<file path="src/rtl/dmem_bridge_if.sv">
// dmem_bridge_if: core dmem port, on-chip RAM port and peripheral bus seen by the bridge.
interface dmem_bridge_if #(parameter int RAM_ADDR_WIDTH = 14);
  logic [31:0] dmem_address;
  logic dmem_enable;
  logic dmem_write_enable;
  logic [2:0] dmem_write_mode;
  logic [31:0] dmem_write_data;
  logic dmem_read_enable;
  logic [2:0] dmem_read_mode;
  logic [31:0] dmem_read_data;
  logic dmem_wait;
  logic misaligned;
  logic bus_error;
  logic [RAM_ADDR_WIDTH-1:0] ram_address;
  logic ram_enable;
  logic [3:0] ram_byte_enable;
  logic [31:0] ram_write_data;
  logic [31:0] ram_read_data;
  logic per_req;
  logic per_write;
  logic [31:0] per_address;
  logic [3:0] per_byte_enable;
  logic [31:0] per_write_data;
  logic [31:0] per_read_data;
  logic per_ack;
  modport slave (
    input dmem_address, dmem_enable, dmem_write_enable, dmem_write_mode, dmem_write_data,
    input dmem_read_enable, dmem_read_mode, ram_read_data, per_read_data, per_ack,
    output dmem_read_data, dmem_wait, misaligned, bus_error,
    output ram_address, ram_enable, ram_byte_enable, ram_write_data,
    output per_req, per_write, per_address, per_byte_enable, per_write_data
  );
  modport master (
    output dmem_address, dmem_enable, dmem_write_enable, dmem_write_mode, dmem_write_data,
    output dmem_read_enable, dmem_read_mode, ram_read_data, per_read_data, per_ack,
    input dmem_read_data, dmem_wait, misaligned, bus_error,
    input ram_address, ram_enable, ram_byte_enable, ram_write_data,
    input per_req, per_write, per_address, per_byte_enable, per_write_data
  );
endinterface

</file>
<file path="src/rtl/dmem_bridge.sv">
// dmem_bridge: decodes core data accesses into on-chip RAM or the stalling peripheral bus,
// steering store lanes and right-aligning load data.
module dmem_bridge #(
  parameter int RAM_ADDR_WIDTH = 14,
  parameter int TIMEOUT = 255
) (
  input logic clk,
  input logic reset_n,
  dmem_bridge_if.slave bus
);
  localparam int CW = $clog2(TIMEOUT + 1);
  typedef enum logic [1:0] {IDLE, BUSY, RESP} state_t;
  typedef enum logic [1:0] {ZERO, RAM, HOLD} src_t;
  state_t state;
  src_t src;
  logic [CW-1:0] counter;
  logic [31:0] hold;
  logic [1:0] off;
  logic [31:0] a, d, wdata;
  logic wr, live, accept, illegal, mis, ok, mmio;
  logic [1:0] size;
  logic [3:0] mask;
  always_comb begin
    a = bus.dmem_address;
    d = bus.dmem_write_data;
    wr = bus.dmem_write_enable;
    live = bus.dmem_enable & (bus.dmem_read_enable | wr);
    accept = live & reset_n & (state != BUSY);
    size = wr ? bus.dmem_write_mode[1:0] : bus.dmem_read_mode[1:0];
    illegal = wr ? (bus.dmem_write_mode > 3'd2)
                 : ((bus.dmem_read_mode[1:0] == 2'b11) | (bus.dmem_read_mode[2:1] == 2'b11));
    mis = ((size == 2'd1) & a[0]) | ((size == 2'd2) & (a[1:0] != 2'd0));
    ok = accept & ~illegal & ~mis;
    mmio = a[31];
    mask = (size == 2'd0) ? 4'b0001 << a[1:0] : (size == 2'd1) ? (a[1] ? 4'b1100 : 4'b0011) : 4'b1111;
    wdata = (size == 2'd0) ? {4{d[7:0]}} : (size == 2'd1) ? {2{d[15:0]}} : d;
    bus.misaligned = accept & ~illegal & mis;
    bus.ram_enable = ok & ~mmio;
    bus.ram_byte_enable = (ok & ~mmio & wr) ? mask : 4'b0000;
    bus.ram_address = a[RAM_ADDR_WIDTH+1:2];
    bus.ram_write_data = wdata;
    bus.dmem_read_data = (state == BUSY) ? 32'd0
                       : (src == RAM) ? bus.ram_read_data >> {off, 3'b000}
                       : (src == HOLD) ? hold : 32'd0;
  end
  always_ff @(posedge clk) begin
    if (!reset_n) begin
      state <= IDLE;
      src <= ZERO;
      counter <= '0;
      hold <= 32'd0;
      off <= 2'd0;
      bus.dmem_wait <= 1'b0;
      bus.bus_error <= 1'b0;
      bus.per_req <= 1'b0;
      bus.per_write <= 1'b0;
      bus.per_address <= 32'd0;
      bus.per_byte_enable <= 4'd0;
      bus.per_write_data <= 32'd0;
    end else begin
      bus.bus_error <= 1'b0;
      if (state == BUSY) begin
        counter <= counter + 1'b1;
        if (bus.per_ack || counter == CW'(TIMEOUT)) begin
          state <= RESP;
          src <= HOLD;
          bus.per_req <= 1'b0;
          bus.dmem_wait <= 1'b0;
          hold <= (bus.per_ack & ~bus.per_write) ? bus.per_read_data >> {off, 3'b000} : 32'd0;
          bus.bus_error <= ~bus.per_ack;
        end
      end else begin
        // the core always advances out of RESP, so the source is refreshed even without enable
        if (bus.dmem_enable || state == RESP) begin
          src <= (ok & ~mmio & ~wr) ? RAM : ZERO;
          off <= a[1:0];
        end
        if (ok & mmio) begin
          state <= BUSY;
          counter <= '0;
          bus.per_req <= 1'b1;
          bus.dmem_wait <= 1'b1;
          bus.per_write <= wr;
          bus.per_address <= a;
          bus.per_byte_enable <= mask;
          bus.per_write_data <= wdata;
        end else if (state == RESP) begin
          state <= IDLE;
        end
      end
    end
  end
endmodule

</file>
<file path="src/flat_wrapper.sv">
// flat-port wrapper written by rule: the top's interface ports become plain ports
module dmem_bridge_flat 
#(
  parameter int RAM_ADDR_WIDTH = 14,
  parameter int TIMEOUT = 255
)
  (clk, reset_n, bus_dmem_address, bus_dmem_enable, bus_dmem_write_enable, bus_dmem_write_mode, bus_dmem_write_data, bus_dmem_read_enable, bus_dmem_read_mode, bus_ram_read_data, bus_per_read_data, bus_per_ack, bus_dmem_read_data, bus_dmem_wait, bus_misaligned, bus_bus_error, bus_ram_address, bus_ram_enable, bus_ram_byte_enable, bus_ram_write_data, bus_per_req, bus_per_write, bus_per_address, bus_per_byte_enable, bus_per_write_data);
  dmem_bridge_if #(.RAM_ADDR_WIDTH(RAM_ADDR_WIDTH)) bus_i ();
  input logic clk;
  input logic reset_n;
  input wire logic [$bits(bus_i.dmem_address)-1:0] bus_dmem_address;
  input wire logic [$bits(bus_i.dmem_enable)-1:0] bus_dmem_enable;
  input wire logic [$bits(bus_i.dmem_write_enable)-1:0] bus_dmem_write_enable;
  input wire logic [$bits(bus_i.dmem_write_mode)-1:0] bus_dmem_write_mode;
  input wire logic [$bits(bus_i.dmem_write_data)-1:0] bus_dmem_write_data;
  input wire logic [$bits(bus_i.dmem_read_enable)-1:0] bus_dmem_read_enable;
  input wire logic [$bits(bus_i.dmem_read_mode)-1:0] bus_dmem_read_mode;
  input wire logic [$bits(bus_i.ram_read_data)-1:0] bus_ram_read_data;
  input wire logic [$bits(bus_i.per_read_data)-1:0] bus_per_read_data;
  input wire logic [$bits(bus_i.per_ack)-1:0] bus_per_ack;
  output wire logic [$bits(bus_i.dmem_read_data)-1:0] bus_dmem_read_data;
  output wire logic [$bits(bus_i.dmem_wait)-1:0] bus_dmem_wait;
  output wire logic [$bits(bus_i.misaligned)-1:0] bus_misaligned;
  output wire logic [$bits(bus_i.bus_error)-1:0] bus_bus_error;
  output wire logic [$bits(bus_i.ram_address)-1:0] bus_ram_address;
  output wire logic [$bits(bus_i.ram_enable)-1:0] bus_ram_enable;
  output wire logic [$bits(bus_i.ram_byte_enable)-1:0] bus_ram_byte_enable;
  output wire logic [$bits(bus_i.ram_write_data)-1:0] bus_ram_write_data;
  output wire logic [$bits(bus_i.per_req)-1:0] bus_per_req;
  output wire logic [$bits(bus_i.per_write)-1:0] bus_per_write;
  output wire logic [$bits(bus_i.per_address)-1:0] bus_per_address;
  output wire logic [$bits(bus_i.per_byte_enable)-1:0] bus_per_byte_enable;
  output wire logic [$bits(bus_i.per_write_data)-1:0] bus_per_write_data;
  assign bus_i.dmem_address = bus_dmem_address;
  assign bus_i.dmem_enable = bus_dmem_enable;
  assign bus_i.dmem_write_enable = bus_dmem_write_enable;
  assign bus_i.dmem_write_mode = bus_dmem_write_mode;
  assign bus_i.dmem_write_data = bus_dmem_write_data;
  assign bus_i.dmem_read_enable = bus_dmem_read_enable;
  assign bus_i.dmem_read_mode = bus_dmem_read_mode;
  assign bus_i.ram_read_data = bus_ram_read_data;
  assign bus_i.per_read_data = bus_per_read_data;
  assign bus_i.per_ack = bus_per_ack;
  assign bus_dmem_read_data = bus_i.dmem_read_data;
  assign bus_dmem_wait = bus_i.dmem_wait;
  assign bus_misaligned = bus_i.misaligned;
  assign bus_bus_error = bus_i.bus_error;
  assign bus_ram_address = bus_i.ram_address;
  assign bus_ram_enable = bus_i.ram_enable;
  assign bus_ram_byte_enable = bus_i.ram_byte_enable;
  assign bus_ram_write_data = bus_i.ram_write_data;
  assign bus_per_req = bus_i.per_req;
  assign bus_per_write = bus_i.per_write;
  assign bus_per_address = bus_i.per_address;
  assign bus_per_byte_enable = bus_i.per_byte_enable;
  assign bus_per_write_data = bus_i.per_write_data;
  dmem_bridge #(.RAM_ADDR_WIDTH(RAM_ADDR_WIDTH), .TIMEOUT(TIMEOUT)) u_core (.clk(clk), .reset_n(reset_n), .bus(bus_i));
endmodule
</file>
<file path="config.mk">
export PLATFORM = sky130hd
export DESIGN_NAME = dmem_bridge_flat
export DESIGN_NICKNAME = d
export VERILOG_FILES = /design/src/rtl/dmem_bridge_if.sv /design/src/rtl/dmem_bridge.sv /design/src/flat_wrapper.sv
export SDC_FILE = /design/constraint.sdc
export NUM_CORES = 1
export LEC_CHECK = 0
export ABC_AREA = 1
export BUFFER_PORTS_ARGS = -buffer_cell sky130_fd_sc_hd__buf_2
export CORE_MARGIN = 4
export CORE_UTILIZATION = 40
export CTS_BUF_LIST = sky130_fd_sc_hd__clkbuf_2 sky130_fd_sc_hd__clkbuf_4 sky130_fd_sc_hd__clkbuf_8
export DETAILED_ROUTE_END_ITERATION = 6
export GPL_ROUTABILITY_DRIVEN = 0
export PLACE_DENSITY = 0.72
export SLEW_MARGIN = 20
export SYNTH_ARGS = -nofsm -noshare
export SYNTH_HDL_FRONTEND = slang
export SYNTH_SLANG_ARGS = --single-unit
</file>
<file path="constraint.sdc">
create_clock -name clk -period 1.8 [get_ports clk]
set_clock_uncertainty 0.05 [all_clocks]
set_input_delay 0.09 -clock clk [delete_from_list [all_inputs] [get_ports clk]]
set_output_delay 0.09 -clock clk [all_outputs]
set_load 0.01 [all_outputs]
</file>
-- Word level (Yosys, flattened, before mapping)
Index checks and enable logic that the tools add are counted.
- flip-flop bits (word level): 117
- input bits: 140
- output and inout bits: 156
- logic and storage cells: 88
- add/sub/neg operators: 1
- order comparisons: 1
- equal/unequal tests: 11
- shift operators: 3
- mux-type cells: 24
- bitwise gates (word level): 23
- reductions and logical operators: 14
- operator list (operator ; count):
    32-bit two-way mux ; 6
    32-bit by 5-bit >> shifter with 32-bit output ; 2
    4-bit two-way mux ; 4
    8-bit two-way mux ; 2
    2-bit two-way mux ; 7
    1-bit AND ; 13
    2-bit AND reduction ; 6
    2-bit == test, second input constant ; 5
    8-bit by 1-bit adder with 8-bit output, second input constant ; 1
    8-bit == test, second input constant ; 1
    1-bit NOT ; 7
    2-bit by 1-bit == test with 1-bit output, second input constant ; 3
    2-bit nonzero test ; 3
    1-bit two-way mux ; 5
    1-bit by 2-bit << shifter with 4-bit output, first input constant ; 1
    3-bit by 2-bit > comparator with 1-bit output, second input constant ; 1
    1-bit OR ; 3
    3-bit AND reduction ; 1
    3-bit nonzero test ; 1
    2-bit zero test ; 1
    1-bit logical OR ; 2
    2-bit by 1-bit inequality test with 1-bit output, second input constant ; 1
    2-bit inequality test, second input constant ; 1

-- Depth between registers and ports, before layout
- word-level depth: 11
- gate-level depth with buffers: 13
- depth with buffers taken out: 10

-- Least setup slack after synthesis
OpenSTA, ideal clock, no wires.
- path kind: register to register
- start point: register u_core.counter[0]
- end point: register u_core.hold[16]
- setup time: 0.131 ns
- data arrival time: 1.447 ns
- required time: 1.619 ns
- path slack: 0.172 ns
- cell stages (with the launch flop): 8
- path buffers: 1
- clock period less this slack: 1.628 ns
- cells stage by stage: dfxtp_1 > ha_1 > nand3_1 > o21ai_2 > nand2_1 > clkbuf_1 > nand3_1 > o31ai_1
- cells in the longest elaborated chain, start to end: 3
- ends and longest elaborated chain (item ; line ; source):
    start: declaration ; dmem_bridge.sv:16 ; logic [CW-1:0] counter;
    start signal: assignment ; dmem_bridge.sv:63 ; counter <= counter + 1'b1;
    8-bit == test ; dmem_bridge.sv:64 ; if (bus.per_ack || counter == CW'(TIMEOUT)) begin
    1-bit logical OR ; dmem_bridge.sv:64 ;
    2-bit AND reduction (no source line) ; n/a ;
    end signal: assignment ; dmem_bridge.sv:69 ; hold <= (bus.per_ack & ~bus.per_write) ? bus.per_read_data >> {off, 3'b000} : 32'd0;
    end: declaration ; dmem_bridge.sv:17 ; logic [31:0] hold;
No other way between the ends.
A chain may end at the register's enable or synchronous reset.

-- Final worst setup path
- start point: register u_core.off[0]
- end point: output port bus_dmem_read_data[12]
- cells in the longest elaborated chain, start to end: 3
- ends and longest elaborated chain (item ; line ; source):
    start: declaration ; dmem_bridge.sv:18 ; logic [1:0] off;
    start signal: assignment ; dmem_bridge.sv:76 ; off <= a[1:0];
    32-bit by 5-bit >> shifter with 32-bit output ; dmem_bridge.sv:43 ; : (src == RAM) ? bus.ram_read_data >> {off, 3'b000}
    32-bit two-way mux ; dmem_bridge.sv:43 ;
    32-bit two-way mux ; dmem_bridge.sv:42 ; bus.dmem_read_data = (state == BUSY) ? 32'd0
    end: declaration ; flat_wrapper.sv:21 ; output wire logic [$bits(bus_i.dmem_read_data)-1:0] bus_dmem_read_data;
No other way between the ends.

==> qor.csv <==
metric,value,unit
final_common_cell,nand2_1,
finalCriticalPeriod,1.88,ns
finalHoldViolCount,0,
vias_per_cell,5.40,
dpl_cell_area,7800,µm²
io_pins,296,
synth_edf_count,0,
cp.required,1.66,ns
power,7.16,mW
wire_per_inst,18.6,µm
fp-row-count,45,
clk_path_buf_depth,2,
drcViolationCount,0,
wl,28.0,mm
power.switching,1.95,mW
num_vias,8131,
synthesis.nets,1092,
holdPathEnd,u_core.bus.per_write_data[25],
n_antenna_cell,0,
end_kind,primary output,
initial_utilization,40.8,%
area_delta_synth_final,60.4,%
root_buffer,clkbuf_8,
dieArea,17500,µm²
failed_checks,setup timing,
dr.pass1.iters,6,
syn_area,6180,µm²
reg2reg_to,u_core.bus.per_write_data[13],
fin_area,9910,µm²
coreArea,15100,µm²
dieHeight,132,µm
slew_headroom,57.0,%
antenna_found_initial,0,
p_leak,4.74,nW
p_clk_share,44.4,%
rsz0062_at_grt,yes,
ir_worst_vdd,0.000617,V
crit_family,flip-flops,
grtUsageTotal,28.6,%
ys.flop_type,dfxtp_1,
reg2regPathDepth,12,
cts_tree,done,
setup_slack,-0.0780,ns
seqPwrFrac,37.0,%
cp_max_fo,26,
yosysTopAreaCell,dfxtp_1,
ant_nets,0,
status,"complete, but fails checks",
p_comb_share,18.6,%
min_from,bus_dmem_write_data[9],
grt_max_degree,67,
whs,0.0300,ns
clk_pin_slew,0.07,ns
whs_path_depth,5,
final_max_slew_viol_count,0,
layout-drive-gt1-share,36.5,%
utilization,65.4,%
grt_first_pass_wirelength,39.8,mm
swShare,27.2,%
cts_sinks,117,
reg2reg_from,u_core.state[1],
cpMaxStageDelayCell,dfxtp_4,
synth_top_area_share,37.9,%
overflow,0,
syn_area_per_cell,6.50,µm²
worstMarginPinSlew,0.639,ns
layout_common_cells,"338 x nand2_1, 291 x buf_2, 112 x dfxtp_1, 75 x dlygate4sd3_1, 74 x a21oi_1",
pre_cts_slack,0.0860,ns
clock.fmax,532,MHz
final_cells,1506,
synth-seq-area-share,37.9,%
synth_cell_type_count,33,
cts_buffers,17,
critical_path_class,register to primary output,
h-tree-depth,4,
grt_pass1_vias,7624,
drt_iter0_markers,705,
synthCells,951,
slowest_delay,0.40,ns
internal-power,5.21,mW
synth-seq-cells,117,
cap_violations,0,
io_buffers,295,
fin_crit_sh,104,%
async_flop_share,0,%
finalSetupViolCount,19,
hold_path_class,input pin to register,
synth_warnings,0,
start_kind,register,
nNetsFinal,1446,
powerDensity,722,nW/µm²
crit_chain,buf_12 -> mux2i_1 -> o221ai_1 -> nand2_1 -> inv_1 -> buf_2,
hpwlAfterDp,18.2,mm
crit_arrival,1.74,ns
critical_path_buf_inv_count,3,
clk_latency,0.44,ns
rrSetupSlack,0.02,ns
yosys-top-cells-area,"dfxtp_1 38%, nand2_1 21%, a21oi_1 8.4%",
dp_cells,1378,
finalSetupTns,-0.586,ns
die-width,132,µm
worst register-to-register path: cells and delay by family, from the launching register on:
| kind | cells | cell delay [ns] |
|---|---|---|
| AND/OR/NAND/NOR | 5 | 0.52 |
| AO/OA/AOI/OAI | 1 | 0.07 |
| buffers and inverters | 6 | 0.67 |
| flip-flops | 1 | 0.34 |
sequential cells by signal (all words and copies together) (netlist names):
name	count
u_core.bus.dmem_wait	1
u_core.hold	32
u_core.bus.per_write	1
u_core.off	2
u_core.bus.per_address	32
u_core.counter	8
u_core.bus.per_byte_enable	4
u_core.bus.per_write_data	32
u_core.src	2
u_core.bus.bus_error	1
u_core.state	2
power groups by stage:
stage	Clock, mW	Combinational, mW	Sequential [mW]
floorplan	0	0.545	2.71
global route	3.30	1.42	2.65
finish	3.18	1.33	2.65
CTS	3.20	1.22	2.65
global placement	0	1.02	2.70
detailed placement	0	1.02	2.71
repair_timing:
item / CTS / global route
cloned: 2 / 8
hold buffers: 75 / 0
endpoints found under the setup margin: 35 / 104
resized for setup: 65 / 80
endpoints found under the hold margin: 71 / 0
pin swaps: 10 / 8
buffers inserted: 7 / 4
per-layer routing:
metal  part of all wire, %  vias to the layer above  GRT usage, %
met4                   5.3                        0          16.2
met1                    36                     3670          32.1
met5                     0                        -             0
met2                    49                      577          49.0
met3                    11                       98          7.79
li1                      -                     3786             -
worst max-delay path by stage:
stage / startpoint / endpoint / slack [ns] / cells after the start
finish: u_core.off[0] / bus_dmem_read_data[12] / -0.08 / 6
global route: u_core.src[0] / bus_dmem_read_data[0] / -0.15 / 8
CTS: u_core.state[1] / bus_ram_byte_enable[0] / -0.10 / 9
detailed placement: u_core.src[0] / bus_dmem_read_data[4] / 0.09 / 8
global placement: u_core.src[0] / bus_dmem_read_data[4] / 0.15 / 8
floorplan: u_core.counter[0] / u_core.hold[16] / 0.17 / 7
layout make-up:
type	instances	area, µm²
clock buffers	20	269
clock inverters	12	248
fillers	1305	5240
inverters	54	236
multi-input cells	693	3560
flip-flops and latches	117	2350
well taps	188	235
repair buffers	422	3010
cells by family after synthesis:
logic type | Yosys count | synth area share [%]
fa+ha+maj | 1 | 0.203
buf+inv | 141 | 10.9
flops | 117 | 37.9
compound gates | 173 | 16.5
mux | 11 | 1.78
xor+xnor | 2 | 0.284
simple gates | 506 | 32.4
cells in the mapped netlist (2+ instances only):
master and number:
clkbuf_1 37, o32ai_1 13, o311ai_0 6, nand2_2 2, buf_6 2, nand2_1 350, buf_2 15, o31ai_1 10
a22oi_1 7, mux2i_1 11, o22ai_1 3, nand3_1 55, o21ai_0 19, inv_2 6, dfxtp_1 117, a21oi_1 104
nor2_1 89, buf_1 4, nor3_1 6, inv_1 47, buf_4 29, o221ai_1 4, a221oi_1 4, nand3_2 2
(Power assumes the default switching activity.)
